`config.mk`:
```
export PLATFORM = sky130hd
export DESIGN_NAME = pmod_scanner
export DESIGN_NICKNAME = d
export VERILOG_FILES = /design/src/rtl/pmod_scanner.sv
export SDC_FILE = /design/constraint.sdc
export NUM_CORES = 1
export LEC_CHECK = 0
export CAP_MARGIN = 20
export CORE_MARGIN = 1
export CORE_UTILIZATION = 55
export DETAILED_ROUTE_END_ITERATION = 10
export GPL_TIMING_DRIVEN = 0
export PLACE_DENSITY = 0.77
export RECOVER_POWER = 100
export SETUP_SLACK_MARGIN = 0.02
export SLEW_MARGIN = 10
export SYNTH_ARGS = -nofsm -noshare
export SYNTH_HDL_FRONTEND = slang
export SYNTH_SLANG_ARGS = --single-unit
export TNS_END_PERCENT = 10
```
`constraint.sdc`:
```
create_clock -name CLK -period 2.84 [get_ports CLK]
set_input_delay 0.852 -clock CLK [delete_from_list [all_inputs] [get_ports CLK]]
set_output_delay 0.852 -clock CLK [all_outputs]
set_load 0.1 [all_outputs]
```
`src/rtl/pmod_scanner.sv`:
```
// Knight-rider style scanner for an 8-LED PMOD: a bouncing or wrapping lit position
// with a decaying PWM trail behind it, paced by a prescaled step tick.
module pmod_scanner #(
  parameter int TICK_DIV    = 750000,
  parameter int DECAY_SHIFT = 1
) (
  input  logic       CLK,
  input  logic       RST_N,
  input  logic       EN,
  input  logic       WRAP,
  output logic [7:0] LED_N,
  output logic       SYNC
);

  localparam int PW = (TICK_DIV > 2) ? $clog2(TICK_DIV) : 1;
  localparam logic [PW-1:0] PRESC_MAX = PW'(TICK_DIV - 1);

  typedef enum logic {FWD = 1'b0, REV = 1'b1} state_t;

  logic [PW-1:0] r_presc;
  logic [7:0]    r_pwm;
  logic [2:0]    r_pos;
  state_t        r_state;
  logic [7:0]    r_bright [8];
  logic [2:0]    w_pos_nxt;
  state_t        w_state_nxt;
  logic [7:0]    w_bright_nxt [8];
  logic [7:0]    w_led_nxt;
  logic          w_sync_nxt;
  logic          w_tick;

  // A tick needs EN in the same cycle, so a tick coinciding with EN falling is dropped.
  assign w_tick = EN && (r_presc == PRESC_MAX);

  // Step prescaler (frozen while paused) and free-running PWM counter
  always_ff @(posedge CLK or negedge RST_N) begin
    if (!RST_N) begin
      r_presc <= '0;
      r_pwm   <= 8'd0;
    end else begin
      r_pwm <= r_pwm + 8'd1;
      if (!EN) begin
        r_presc <= r_presc;
      end else if (w_tick) begin
        r_presc <= '0;
      end else begin
        r_presc <= r_presc + PW'(1);
      end
    end
  end

  // Scan state register: direction, position and per-channel brightness
  always_ff @(posedge CLK or negedge RST_N) begin
    if (!RST_N) begin
      r_state <= FWD;
      r_pos   <= 3'd0;
      for (int i = 0; i < 8; i++) begin
        r_bright[i] <= (i == 0) ? 8'd255 : 8'd0;
      end
    end else begin
      r_state <= w_state_nxt;
      r_pos   <= w_pos_nxt;
      for (int i = 0; i < 8; i++) begin
        r_bright[i] <= w_bright_nxt[i];
      end
    end
  end

  // Next direction/position on tick; brightness refresh uses pre-tick values
  always_comb begin
    w_state_nxt = r_state;
    w_pos_nxt   = r_pos;
    if (w_tick) begin
      case (r_state)
        FWD: begin
          if (r_pos == 3'd7) begin
            if (WRAP) begin
              w_pos_nxt = 3'd0;
            end else begin
              w_pos_nxt   = 3'd6;
              w_state_nxt = REV;
            end
          end else begin
            w_pos_nxt = r_pos + 3'd1;
          end
        end
        REV: begin
          if (r_pos == 3'd0) begin
            w_pos_nxt   = 3'd1;
            w_state_nxt = FWD;
          end else if (WRAP) begin
            w_pos_nxt   = r_pos + 3'd1;
            w_state_nxt = FWD;
          end else begin
            w_pos_nxt = r_pos - 3'd1;
          end
        end
        default: begin
          w_pos_nxt   = 3'd0;
          w_state_nxt = FWD;
        end
      endcase
    end else begin
      w_state_nxt = r_state;
      w_pos_nxt   = r_pos;
    end
    for (int i = 0; i < 8; i++) begin
      if (w_tick) begin
        w_bright_nxt[i] = (w_pos_nxt == 3'(i)) ? 8'd255 : (r_bright[i] >> DECAY_SHIFT);
      end else begin
        w_bright_nxt[i] = r_bright[i];
      end
    end
  end

  // Output decode: PWM compare per channel and position-zero marker
  always_comb begin
    w_led_nxt = 8'd0;
    for (int i = 0; i < 8; i++) begin
      w_led_nxt[i] = ~(r_pwm < r_bright[i]);
    end
    w_sync_nxt = w_tick && (w_pos_nxt == 3'd0);
  end

  // Registered pin drivers
  always_ff @(posedge CLK or negedge RST_N) begin
    if (!RST_N) begin
      LED_N <= 8'hFF;
      SYNC  <= 1'b0;
    end else begin
      LED_N <= w_led_nxt;
      SYNC  <= w_sync_nxt;
    end
  end

endmodule

```
==> results.sh, run 1 <==
export IMPL_crit_path_top_delay_cell="clkdlybuf4s50_1"
export IMPL_post_route_cell_area_um2=5980
export IMPL_critPathKind="reg -> out"
export IMPL_synth_nets=643
export IMPL_setup_viol=0
export IMPL_ys_seq_area_share_pct=47.5
export IMPL_regArea_um2=2650
export IMPL_dp_cells=723
export IMPL_grt_max_degree=65
export IMPL_crit_path_max_incr_delay_ps=1130
export IMPL_diodes=0
export IMPL_fin_cells=741
export IMPL_multi_input_area_um2=2520
export IMPL_drt_pass1_iter_count=5
export IMPL_totalWireLength_um=11400
export IMPL_r2r_start="r_presc[0]$_DFFE_PN0P_"
export IMPL_critPathBufInv=1
export IMPL_fin_skew_ps=17.3
export IMPL_nFillCells=825
export IMPL_finalMaxSlewViolations=0
export IMPL_setup_tns_final_ps=0
export IMPL_dieArea_um2=10500
export IMPL_synth_fa_ha_area_share_pct=13.9
export IMPL_slew_headroom_pct=21.7
export IMPL_syn_to_final_growth_pct=7.30
export IMPL_synthMuxAreaShare_pct=0.202
export IMPL_finalCritPeriodShare_pct=95.0
export IMPL_final_layout_size_suffix_gt1_share_pct=7.73
export IMPL_cts_buffer_depth=2
export IMPL_period_minus_slack_ps=2700
export IMPL_root_buffer="clkbuf_8"
export IMPL_synth_ff_latch_count=105
export IMPL_max_vdd_ir_drop_v=0.000401
export IMPL_crit_path_cell_trace="clkdlybuf4s50_1"
export IMPL_setup_worst_path_start="SYNC$_DFF_PN0_"
export IMPL_grt_pass1_wl_um=19200
export IMPL_total_power_uw=2560
export IMPL_synth_cell_types=40
export IMPL_io_buffers=12
export IMPL_dpl_instance_area_um2=5880
export IMPL_antenna_found_initial=0
export IMPL_status="finished, final reports clean"
export IMPL_critPathRequiredTime_ps=1990
export IMPL_vias=4215
export IMPL_hpwlAfterDp_um=7970
export IMPL_syn_area_um2=5570
export IMPL_crit_family="buffers and inverters"
export IMPL_die_w_um=103
export IMPL_worstPathArrival_ps=1840
export IMPL_drc=0
export IMPL_pin_count=13
export IMPL_syn_area_per_cell_um2=9.66
export IMPL_synth_warnings=0
export IMPL_hold_class="reg -> reg"
export IMPL_worstSkewPairLatency_ps=390
export IMPL_core_area_um2=9820
export IMPL_worst_slew_pin_slew_ps=1180
export IMPL_finalHoldViolCount=0
export IMPL_initial_core_util_pct=56.8
export IMPL_leakage_uw=0.00257
export IMPL_synth_simple_area_share_pct=13.7
export IMPL_start_kind="register"
export IMPL_end_kind="output port"
export IMPL_worstPathMaxFanout=1
export IMPL_min_delay_start="r_bright[39]$_DFFE_PN0N_"
export IMPL_cts_buffers_inserted=9
export IMPL_worst_slack_ps=143
export IMPL_fin_nets=669
export IMPL_clkTransAtPathRegs_ps=100
export IMPL_htreeDepth=3
export IMPL_fp_dieH_um=103
export IMPL_rsz0062_at_grt="false"
export IMPL_drt_wirelength_per_cell_um=15.3
export IMPL_pwr_density_cell_nw_per_um2=427
export IMPL_synth_xor_area_share_pct=3.46
export IMPL_track_usage_pct=24.1
export IMPL_place_ws_ps=-352
export IMPL_syn_inst=577
export IMPL_clock_sinks=105
export IMPL_synth_top_family_by_area="compound AO/OA/AOI/OAI gates"
export IMPL_tritoncts="yes"
export IMPL_max_clock_freq_ghz=0.371
export IMPL_place_gp_congestion=0.811
export IMPL_overflow=0
export IMPL_drt_first_iter_violations=169
export IMPL_grt_pass1_vias=4078
export IMPL_vias_per_cell=5.69
export IMPL_postRouteAntennaNets=0
export IMPL_drv_cap=0
export IMPL_synth_compound_area_share_pct=14.2
export IMPL_row_count=36
## sequential cells by signal, indices dropped and copies added (netlist names)
name,cells
LED_N,8
SYNC,1
r_bright,64
r_pos,3
r_presc,20
r_pwm,8
r_state,1
## where the power goes
| part | leakage [uW] | internal (uW) | switching [uW] |
|---|---|---|---|
| combinational | 0.00110 | 44.8 | 72.1 |
| sequential | 0.00138 | 1540 | 41.2 |
| clock | 0.0000830 | 345 | 516 |
## stage by stage
step | hold slack, ps | util, %
floorplan | 436 | -
global placement | 452 | 59.7
detailed placement | 458 | 59.9
CTS | 456 | 61.6
global route | 518 | 60.9
finish | 487 | 60.9
## final timing paths
check / endpoint / slack (ps) / cells past startpoint
max in group asynchronous: r_presc[13]$_DFFE_PN0P_ / 740 / 2
setup reg to reg: r_bright[14]$_DFFE_PN0N_ / 390 / 8
hold reg to reg: r_bright[39]$_DFFE_PN0N_ / 490 / 2
min in group asynchronous: r_bright[5]$_DFFE_PN0N_ / 620 / 1
hold / removal: r_bright[39]$_DFFE_PN0N_ / 490 / 2
setup / recovery: SYNC / 140 / 1
## cells by family after synthesis
logic type / Yosys count
adder cells (fa/ha/maj): 62
XOR/XNOR: 22
flip-flops: 105
AO/OA/AOI/OAI: 128
buffers and inverters: 100
multiplexers: 1
AND/OR/NAND/NOR: 159
## synthesized netlist by cell type, drive strengths merged
cell type,n,area [um^2]
o2111ai,8,70.1
nand3b,1,7.51
dfrtp,89,2230
nand3,18,90.1
and3,4,25.0
a22oi,1,7.51
and2,1,6.26
nand4,4,31.3
nor4,10,62.6
a31oi,56,350
ha,62,776
nor2b,1,6.26
a211o,1,8.76
o21a,1,7.51
a21oi,14,70.1
or3,5,31.3
and4,3,26.3
o22ai,6,37.5
nor3,1,5.00
nor4b,3,32.5
a211oi,8,60.1
clkbuf,9,33.8
nand2,23,86.3
o21bai,1,7.51
nor2,73,274
a32o,1,10.0
o21ai,29,145
buf,14,72.6
xor2,9,78.8
or4,1,7.51
inv,77,289
a21o,2,15.0
dfstp,16,420
xnor2,13,114
nand2b,11,68.8
mux2,1,11.3
## layer usage
| layer | track usage, % | routed length [um] | vias up |
|---|---|---|---|
| li1 | - | - | 2058 |
| met3 | 4.81 | 459 | 24 |
| met1 | 30.1 | 5170 | 2061 |
| met4 | 10.0 | 244 | 0 |
| met5 | 0 | 0 | - |
| met2 | 40.9 | 5500 | 72 |
## cell usage in the layout, fill, tap and decap left out, drive strengths merged, types with 2 or more instances in the layout
cell type / instances
a211oi: 8
a21o: 2
a21oi: 14
a31oi: 56
and3: 4
and4: 3
buf: 10
clkbuf: 38
clkdlybuf4s50: 2
clkinvlp: 2
dfrtp: 89
dfstp: 16
ha: 62
inv: 78
nand2: 23
nand2b: 11
nand3: 18
nand4: 4
nor2: 73
nor4: 10
nor4b: 3
o2111ai: 8
o21ai: 29
o22ai: 6
or3: 5
xnor2: 13
xor2: 9
## area by class of cell
| cell class | instances | area share (%) |
|---|---|---|
| Sequential cell | 105 | 44.3 |
| Clock buffer | 12 | 2.43 |
| Timing Repair Buffer | 15 | 1.30 |
| Multi-Input combinational cell | 372 | 42.1 |
| Clock inverter | 4 | 0.481 |
| Buffer | 23 | 1.80 |
| Tap cell | 133 | 2.78 |
| Inverter | 77 | 4.83 |
## timing repair
item	4_1_cts	5_1_grt
hold buffers	0	0
setup endpoints to repair	8	73
pin swaps	0	1
resized for setup	8	2
buffers inserted	0	2
(Power assumes the default switching activity.)
==> run 2: changes to the inputs <==
--- a/config.mk
+++ b/config.mk
@@ -5,13 +5,14 @@
 export SDC_FILE = /design/constraint.sdc
 export NUM_CORES = 1
 export LEC_CHECK = 0
+export ABC_CLOCK_PERIOD_IN_PS = 2840
 export CAP_MARGIN = 20
 export CORE_MARGIN = 1
 export CORE_UTILIZATION = 55
 export DETAILED_ROUTE_END_ITERATION = 10
 export GPL_TIMING_DRIVEN = 0
 export PLACE_DENSITY = 0.77
-export RECOVER_POWER = 100
+export RECOVER_POWER = 25
 export SETUP_SLACK_MARGIN = 0.02
 export SLEW_MARGIN = 10
 export SYNTH_ARGS = -nofsm -noshare
==> run 2 against run 1 <==
  * Sequential cell count unchanged
  * Sequential share of layout area fell by 0.42 points
  * First-iteration DRC count increased by 6.5%
  * Clock-buffer cell count is the same
  * Cell count unchanged
  * Core utilization grew 0.59 points
  * Combinational power barely moved
  * Register-to-register slack improved by 110 ps
==> results.sh, run 2 (synthesis gave the netlist of run 1 again) <==
export IMPL_io_buffers=12
export IMPL_critPathBufInv=1
export IMPL_worst_slew_pin_slew_ps=1010
export IMPL_largest_register_ff_count=64
export IMPL_grt_pass1_vias=4078
export IMPL_slew_headroom_pct=32.9
export IMPL_totalWireLength_um=11400
export IMPL_overflow=0
export IMPL_row_count=36
export IMPL_drc=0
export IMPL_antenna_found_initial=0
export IMPL_crit_path_top_delay_cell="clkdlybuf4s50_1"
export IMPL_worstSkewPairLatency_ps=390
export IMPL_clkTransAtPathRegs_ps=100
export IMPL_critPathKind="reg -> out"
export IMPL_r2r_start="r_pos[0]$_DFF_PN0_"
export IMPL_fin_skew_ps=17.8
export IMPL_diodes=0
export IMPL_track_usage_pct=24.1
export IMPL_nFillCells=815
export IMPL_core_area_um2=9820
export IMPL_min_delay_start="r_presc[19]$_DFFE_PN0P_"
export IMPL_finalCritPeriodShare_pct=94.8
export IMPL_hold_class="reg -> reg"
export IMPL_cts_buffers_inserted=9
export IMPL_grt_pass1_wl_um=19200
export IMPL_die_w_um=103
export IMPL_largest_registers="r_bright x64, r_presc x20"
export IMPL_drv_cap=0
export IMPL_crit_path_cell_trace="clkdlybuf4s50_1"
export IMPL_pwr_density_cell_nw_per_um2=424
export IMPL_finalHoldViolCount=0
export IMPL_r2r_worst_path_cells=7
export IMPL_regMostFlops="r_bright"
export IMPL_r2r_end="r_bright[14]$_DFFE_PN0N_"
export IMPL_crit_end="SYNC"
export IMPL_postRouteAntennaNets=0
export IMPL_cts_buffer_depth=2
export IMPL_worstPathArrival_ps=1840
export IMPL_hold_buffers=0
export IMPL_htreeDepth=3
export IMPL_dieArea_um2=10500
export IMPL_setup_worst_path_start="SYNC$_DFF_PN0_"
export IMPL_setup_viol=0
export IMPL_crit_path_max_incr_delay_ps=1130
export IMPL_place_gp_congestion=0.811
export IMPL_post_route_cell_area_um2=6040
export IMPL_drt_pass1_iter_count=5
export IMPL_final_layout_size_suffix_gt1_share_pct=8.39
export IMPL_rsz0062_at_grt="false"
export IMPL_max_vdd_ir_drop_v=0.000402
export IMPL_crit_family="buffers and inverters"
export IMPL_finalMaxSlewViolations=0
export IMPL_status="finished, final reports clean"
export IMPL_layout_common_cells="dfrtp_1 (89), inv_1 (77), nor2_1 (73), ha_1 (62), a31oi_1 (56)"
export IMPL_syn_to_final_growth_pct=8.33
export IMPL_vias=4227
export IMPL_max_clock_freq_ghz=0.372
export IMPL_pin_count=13
export IMPL_tritoncts="yes"
export IMPL_period_minus_slack_ps=2690
export IMPL_fp_dieH_um=103
export IMPL_layout_commonest_cell="dfrtp_1"
export IMPL_clock_sinks=105
export IMPL_worstPathMaxFanout=1
export IMPL_initial_core_util_pct=56.8
export IMPL_fin_nets=669
export IMPL_grt_max_degree=65
export IMPL_drt_wirelength_per_cell_um=15.4
export IMPL_start_kind="register"
export IMPL_hpwlAfterDp_um=7970
export IMPL_vias_per_cell=5.70
export IMPL_dpl_instance_area_um2=5880
export IMPL_cp_num_cells=1
export IMPL_drt_first_iter_violations=180
export IMPL_root_buffer="clkbuf_8"
export IMPL_reg2reg_slack_ps=500
export IMPL_end_kind="output port"
export IMPL_setup_tns_final_ps=0
export IMPL_leakage_uw=0.00259
export IMPL_critPathRequiredTime_ps=1990
[run 2: power by group]
| part | total, uW | internal (uW) | switching (uW) |
|---|---|---|---|
| logic | 119 | 45.7 | 73.2 |
| clock network | 862 | 346 | 516 |
| registers | 1580 | 1540 | 44.4 |
| total | 2560 | 1930 | 634 |
[run 2: layer usage]
metal	GRT usage (%)	wire length, um	vias to the layer above
met3	4.81	427	20
met4	10.0	220	0
met1	30.1	5210	2079
met2	40.9	5570	73
met5	0	0	-
li1	-	-	2055
[run 2: worst reg2reg max path, stage by stage (launching register included)]
cell	delay, ps
dfrtp_1	440
ha_1	230
ha_1	220
a211o_1	320
and2_1	190
or3_1	430
clkbuf_1	210
a31oi_1	220
[run 2: metrics by stage]
step / power [uW] / hold slack (ps) / setup slack (ps) / cells / utilization (%)
after floorplan: 1670 / 436 / 582 / 577 / -
after global placement: 1720 / 452 / -2890 / 722 / 59.7
after detailed placement: 1730 / 458 / -352 / 723 / 59.9
after CTS: 2590 / 456 / 50.1 / 739 / 61.6
after global routing: 2660 / 498 / 95.6 / 741 / 61.5
final: 2560 / 469 / 149 / 741 / 61.5
[run 2: worst min path at each step]
stage                                    endpoint  slack, ps  cells past startpoint
after floorplan           r_presc[19]$_DFFE_PN0P_        440                      1
after global placement    r_presc[19]$_DFFE_PN0P_        450                      1
after detailed placement  r_presc[19]$_DFFE_PN0P_        460                      1
after CTS                 r_bright[5]$_DFFE_PN0N_        460                      1
after global routing      r_presc[19]$_DFFE_PN0P_        500                      1
final                     r_presc[19]$_DFFE_PN0P_        470                      1
[run 2: repair_timing]
item | CTS | global route
hold endpoints to repair | 0 | 0
setup endpoints to repair | 8 | 73
gates resized for setup | 8 | 2
setup buffers | 0 | 2
pin swaps | 0 | 1
[run 2: area by class of cell]
cell class	instances	area (um^2)	area share, %
buffer	23	109	1.80
inverter	77	289	4.79
tap	133	166	2.76
multi-input combinational	372	2530	41.9
timing repair buffer	15	121	2.01
sequential	105	2650	43.9
clock buffer	12	145	2.40
clock inverter	4	28.8	0.477
